===== src/rtl/uart_tx_module.sv =====
// uart_tx_module
//   Return-path UART transmitter. Bytes written by the control logic are
//   held in a small FIFO and sent as 8N1 frames, LSB first, each bit held
//   for CLK_DIV clock cycles. When the FIFO still holds a byte at the end
//   of a stop bit, the next start bit follows immediately, with no idle gap.
//
//   Optional build macro: UART_TX_PARITY_EN
//     When defined, an even-parity bit (XOR of the 8 data bits) is inserted
//     between the last data bit and the stop bit, giving 11-bit frames.
//
// Parameters
//   CLK_DIV  clock cycles per bit (>= 2)
//   FIFO_AW  FIFO address width, depth = 2**FIFO_AW
//
// Ports
//   clk         main clock
//   rst         synchronous active-high reset
//   tx_data_in  byte to enqueue
//   tx_wr       enqueue strobe
//   fifo_full   FIFO holds 2**FIFO_AW bytes
//   fifo_empty  FIFO holds no bytes
//   fifo_level  current byte count
//   tx_ovf      sticky: a write was dropped on a full FIFO
//   tx_busy     a frame is in progress
//   tx_done     one-cycle pulse in the last cycle of each stop bit
//   tx_pin_out  serial line, idle high
module uart_tx_module #(
  parameter int CLK_DIV = 868,
  parameter int FIFO_AW = 3
) (
  input  logic               clk,
  input  logic               rst,
  input  logic [7:0]         tx_data_in,
  input  logic               tx_wr,
  output logic               fifo_full,
  output logic               fifo_empty,
  output logic [FIFO_AW:0]   fifo_level,
  output logic               tx_ovf,
  output logic               tx_busy,
  output logic               tx_done,
  output logic               tx_pin_out
);

  localparam int DEPTH = 1 << FIFO_AW;
  localparam int CW    = $clog2(CLK_DIV);
  localparam logic [CW-1:0] CNT_LAST = CW'(CLK_DIV - 1);
  localparam logic [CW-1:0] CNT_PREV = CW'(CLK_DIV - 2);

  typedef enum logic [2:0] {
    S_IDLE,
    S_START,
    S_DATA,
    S_PARITY,
    S_STOP
  } state_t;

  // FIFO storage and bookkeeping
  logic [7:0]         r_mem [DEPTH];
  logic [FIFO_AW-1:0] r_wptr;
  logic [FIFO_AW-1:0] r_rptr;
  logic [FIFO_AW:0]   r_level;
  logic               r_ovf;

  // Serialiser
  state_t             r_state;
  logic [CW-1:0]      r_cnt;
  logic [2:0]         r_idx;
  logic [7:0]         r_shift;
  logic               r_tx;
  logic               r_done;
`ifdef UART_TX_PARITY_EN
  logic               r_par;
`endif

  logic               w_full;
  logic               w_empty;
  logic               w_bit_end;
  logic               w_push;
  logic               w_pop;
  logic [7:0]         w_head;

  // Level never exceeds DEPTH, so its MSB alone marks "full".
  assign w_full    = r_level[FIFO_AW];
  assign w_empty   = (r_level == '0);
  assign w_bit_end = (r_cnt == CNT_LAST);
  assign w_head    = r_mem[r_rptr];

  // A byte leaves the FIFO when the line is idle, or in the last stop-bit
  // cycle so the next start bit follows without a gap.
  assign w_pop  = !w_empty &&
                  ((r_state == S_IDLE) || ((r_state == S_STOP) && w_bit_end));
  // Full is judged on the registered level: a same-cycle pop does not
  // rescue a write that arrives while full.
  assign w_push = tx_wr && !w_full;

  assign fifo_full  = w_full;
  assign fifo_empty = w_empty;
  assign fifo_level = r_level;
  assign tx_ovf     = r_ovf;
  assign tx_busy    = (r_state != S_IDLE);
  assign tx_done    = r_done;
  assign tx_pin_out = r_tx;

  // Storage array carries no reset; pointers and level define validity.
  always_ff @(posedge clk) begin
    if (w_push) r_mem[r_wptr] <= tx_data_in;
  end

  always_ff @(posedge clk) begin
    if (rst) begin
      r_wptr  <= '0;
      r_rptr  <= '0;
      r_level <= '0;
      r_ovf   <= 1'b0;
    end else begin
      if (w_push) r_wptr <= r_wptr + 1'b1;
      if (w_pop)  r_rptr <= r_rptr + 1'b1;
      if (tx_wr && w_full) r_ovf <= 1'b1;
      case ({w_push, w_pop})
        2'b10:   r_level <= r_level + 1'b1;
        2'b01:   r_level <= r_level - 1'b1;
        default: r_level <= r_level;
      endcase
    end
  end

  always_ff @(posedge clk) begin
    if (rst) begin
      r_state <= S_IDLE;
      r_cnt   <= '0;
      r_idx   <= '0;
      r_shift <= '0;
      r_tx    <= 1'b1;
      r_done  <= 1'b0;
`ifdef UART_TX_PARITY_EN
      r_par   <= 1'b0;
`endif
    end else begin
      // Registered one cycle ahead so the pulse lands on the last stop cycle.
      r_done <= (r_state == S_STOP) && (r_cnt == CNT_PREV);

      if (r_state != S_IDLE) r_cnt <= w_bit_end ? '0 : r_cnt + 1'b1;

      case (r_state)
        S_IDLE: begin
          r_tx  <= 1'b1;
          r_cnt <= '0;
          if (w_pop) begin
            r_shift <= w_head;
`ifdef UART_TX_PARITY_EN
            r_par   <= ^w_head;
`endif
            r_state <= S_START;
            r_tx    <= 1'b0;
          end
        end

        S_START: begin
          if (w_bit_end) begin
            r_state <= S_DATA;
            r_idx   <= '0;
            r_tx    <= r_shift[0];
          end
        end

        S_DATA: begin
          if (w_bit_end) begin
            r_shift <= r_shift >> 1;
            if (r_idx == 3'd7) begin
`ifdef UART_TX_PARITY_EN
              r_state <= S_PARITY;
              r_tx    <= r_par;
`else
              r_state <= S_STOP;
              r_tx    <= 1'b1;
`endif
            end else begin
              r_idx <= r_idx + 1'b1;
              // Next data bit is the one about to shift into position 0.
              r_tx  <= r_shift[1];
            end
          end
        end

`ifdef UART_TX_PARITY_EN
        S_PARITY: begin
          if (w_bit_end) begin
            r_state <= S_STOP;
            r_tx    <= 1'b1;
          end
        end
`endif

        S_STOP: begin
          if (w_bit_end) begin
            if (w_pop) begin
              r_shift <= w_head;
`ifdef UART_TX_PARITY_EN
              r_par   <= ^w_head;
`endif
              r_state <= S_START;
              r_tx    <= 1'b0;
            end else begin
              r_state <= S_IDLE;
              r_tx    <= 1'b1;
            end
          end
        end

        default: begin
          r_state <= S_IDLE;
          r_tx    <= 1'b1;
        end
      endcase
    end
  end

endmodule

===== config.mk =====
export PLATFORM = sky130hd
export DESIGN_NAME = uart_tx_module
export DESIGN_NICKNAME = d
export VERILOG_FILES = /design/src/rtl/uart_tx_module.sv
export SDC_FILE = /design/constraint.sdc
export NUM_CORES = 1
export LEC_CHECK = 0
export CAP_MARGIN = 20
export CORE_AREA = 2 2 94 96
export CTS_BUF_LIST = sky130_fd_sc_hd__clkbuf_8
export DETAILED_ROUTE_END_ITERATION = 8
export DIE_AREA = 0 0 96 98
export PLACE_DENSITY = 0.72
export SKIP_CTS_REPAIR_TIMING = 1
export SYNTH_ARGS = -nofsm -noshare
export SYNTH_HDL_FRONTEND = slang
export SYNTH_SLANG_ARGS = --single-unit

===== constraint.sdc =====
create_clock -name clk -period 2.9 [get_ports clk]
set_clock_uncertainty 0.1 [all_clocks]
set_input_delay 0.435 -clock clk [delete_from_list [all_inputs] [get_ports clk]]
set_output_delay 0.435 -clock clk [all_outputs]
set_load 0.02 [all_outputs]

==> impl_metrics.tcl <==
set metrics [dict create \
    status "finished clean" \
    drtAntennaViolNets 0 \
    hpwlAfterDp_mm 5.35 \
    drive_gt1_frac 0.167 \
    cts.htree.levels 3 \
    hold_ws_ns 0.377 \
    grt_pass1_vias 2569 \
    cts_root_buf "clkbuf_8" \
    hp-class "reg2reg" \
    clk_pin_slew_ns 0.11 \
    syn_area_um2 4490 \
    drc 0 \
    area_growth_pct 12.6 \
    std_cell_rows 34 \
    worstMarginPinSlew_ns 0.872 \
    clock_path_buffers 2 \
    setup_viol 0 \
    yosysUniqueCellTypes 53 \
    grt_antenna_before_repair 0 \
    crit_path_max_fanout 6 \
    via_count 2760 \
    rsz0062_at_grt "false" \
    critPathLaunchType "flop" \
    fp.dieW_um 96 \
    die_area_um2 9410 \
    total_power_mw 4.36 \
    synthArstFlopShare 0 \
    worstPathRequired_ns 2.37 \
    insertion_delay_ns 0.37 \
    ys_seq_elements 104 \
    setup_ws_ns 0.202 \
    worst_setup_path_end_kind "output port" \
    routed_wl_mm 8.19 \
    grt_pass1_wl_mm 13.0 \
    fin_setup_tns_ns 0 \
    viasPerCell 5.62 \
    p_leak_nw 1.71 \
    cp.arrival_ns 2.16 \
    n_antenna_cell 0 \
    synth_edf_count 64 \
    cts_tree "yes" \
    clock_sinks 104 \
    fin_nets 398 \
    period_needed_ns 2.70 \
    drv_slew 0 \
    firstDrtPassIters 4 \
    grt_overflow 0 \
    dpl_worst_slack_ns 0.249 \
    drt_iter0_drc 112 \
    cts_buffers 9 \
    hold_violations 0 \
    wire_per_inst_um 16.7 \
    r2r_slack_ns 0.31 \
    max_cap_viol_count 0 \
    critPathKind "reg2out" \
    syn_area_per_cell_um2 13.0 \
    ys.warnings.count 0 \
    syn-num-nets 365 \
    port_buffers 20 \
    ir_drop_mv 0.448 \
    syn_inst 345 \
    powerDensity_nw_per_um2 864 \
    slew_headroom 0.418 \
    finalCritPeriodShare 0.930 \
    start_util 0.530 \
    io_pins 21 \
    fin_util 0.597 \
    grt_max_degree 29 \
    routabilityCongestion 0.815 \
    synth_flop_cell "edfxtp_1" \
    core_um2 8470 \
    fmaxAchievable_ghz 0.371 \
    yosysSeqAreaShare 0.606 \
    die_y_um 98 \
    grt_use_total 0.185 \
]
==> Yosys cell counts, types with 2 or more instances <==
| library cell | number | area [µm²] |
|---|---|---|
| xor2_1 | 10 | 87.6 |
| mux2_2 | 10 | 113 |
| ha_1 | 9 | 113 |
| nand2b_1 | 8 | 50.1 |
| and3_1 | 4 | 25.0 |
| inv_1 | 4 | 15.0 |
| nor3_2 | 7 | 70.1 |
| a2111oi_0 | 2 | 17.5 |
| o22ai_1 | 4 | 25.0 |
| clkbuf_1 | 3 | 11.3 |
| xnor2_1 | 5 | 43.8 |
| and4_1 | 2 | 17.5 |
| nand4_1 | 7 | 43.8 |
| dfxtp_1 | 40 | 801 |
| buf_4 | 4 | 30.0 |
| nor2_1 | 42 | 158 |
| a22o_1 | 4 | 35.0 |
| a211oi_2 | 7 | 87.6 |
| o31ai_1 | 3 | 22.5 |
| o2bb2ai_1 | 2 | 17.5 |
| nor2b_1 | 4 | 25.0 |
| nor3_1 | 11 | 55.1 |
| o21a_1 | 2 | 15.0 |
| or3_1 | 3 | 18.8 |
| nand3_1 | 2 | 10.0 |
| a211oi_1 | 4 | 30.0 |
| buf_6 | 2 | 22.5 |
| nand2_1 | 11 | 41.3 |
| o21ai_0 | 4 | 20.0 |
| nand3b_1 | 2 | 15.0 |
| a21oi_1 | 14 | 70.1 |
| edfxtp_1 | 64 | 1920 |
| buf_2 | 4 | 20.0 |
| mux2i_1 | 22 | 220 |
==> where the power goes <==
part	internal, mW	switching, mW	leakage [nW]
clock	0.421	0.526	0.111
sequential	1.75	0.174	0.907
combinational	0.698	0.793	0.691
total	2.87	1.49	1.71
==> routing by layer <==
layer / GRT usage / share of wire / vias up
li1: - / - / 1352
met1: 0.256 / 0.46 / 1351
met2: 0.285 / 0.48 / 50
met3: 0.0494 / 0.049 / 7
met4: 0.0582 / 0.013 / 0
met5: 0 / 0 / -
==> stage by stage <==
stage	instance area, µm²	std cells
CTS	5050	491
finish	5050	491
detailed placement	4840	475
global placement	4840	475
global route	5050	491
floorplan	4490	345
==> final timing paths <==
| path | startpoint | end | cells past startpoint |
|---|---|---|---|
| worst max-delay path | fifo_level[3] | fifo_empty | 3 |
| worst min register to register | r_shift[7] | r_shift[7] | 2 |
| worst max register to register | fifo_level[3] | fifo_level[2] | 9 |
| worst min-delay path | r_shift[7] | r_shift[7] | 2 |
==> worst max-delay path, stage by stage, from the launching register on <==
cell and delay [ns]:
dfxtp_1 0.38, or4_4 0.60, inv_1 0.18, clkdlybuf4s50_1 0.63
==> cell usage in the layout, fill, tap and decap left out, types with 2 or more instances in the layout <==
master / netlist / final
xor2_1: 10 / 10
mux2i_1: 22 / 22
nand2b_1: 8 / 8
a21oi_1: 14 / 14
or3_1: 3 / 3
o21a_1: 2 / 2
mux2_2: 10 / 10
inv_1: 4 / 5
clkbuf_8: 0 / 9
a211oi_2: 7 / 7
and3_1: 4 / 4
and4_1: 2 / 2
ha_1: 9 / 9
xnor2_1: 5 / 5
nand3_1: 2 / 2
nor2_1: 42 / 42
o31ai_1: 3 / 3
clkdlybuf4s50_1: 0 / 20
edfxtp_1: 64 / 64
nor3_2: 7 / 7
a2111oi_0: 2 / 2
buf_4: 4 / 17
nor3_1: 11 / 11
a22o_1: 4 / 4
inv_6: 0 / 2
nand3b_1: 2 / 2
nor2b_1: 4 / 4
o22ai_1: 4 / 4
nand4_1: 7 / 7
inv_8: 0 / 3
o21ai_0: 4 / 4
a211oi_1: 4 / 4
dfxtp_1: 40 / 40
o2bb2ai_1: 2 / 2
nand2_1: 11 / 11
==> cells by family after synthesis <==
group | after synthesis | share of synthesized area
and+or+nand+nor | 112 | 0.139
DFF | 104 | 0.606
AOI/OAI and AO/OA | 53 | 0.0939
muxes | 33 | 0.0792
buffers and inverters | 19 | 0.0273
xor gates and xnor gates | 15 | 0.0293
adders and majority gates | 9 | 0.0251
==> area by class of cell <==
cell class | instances | area (µm²)
tap | 108 | 135
timing repair buffer | 37 | 328
clock inverter | 7 | 85.1
clock buffer | 9 | 124
multi-input combinational | 222 | 1640
inverter | 4 | 15.0
fill | 675 | 3410
sequential | 104 | 2720
==> state kept, by name, indices dropped and copies added, names as in the netlist, named ones only <==
signal,count
r_mem,64
r_cnt,10
r_shift,8
fifo_level,4
r_idx,3
r_rptr,3
r_state,3
r_wptr,3
tx_done,1
tx_ovf,1
tx_pin_out,1
No activity file was read; power rests on OpenSTA's default activity.
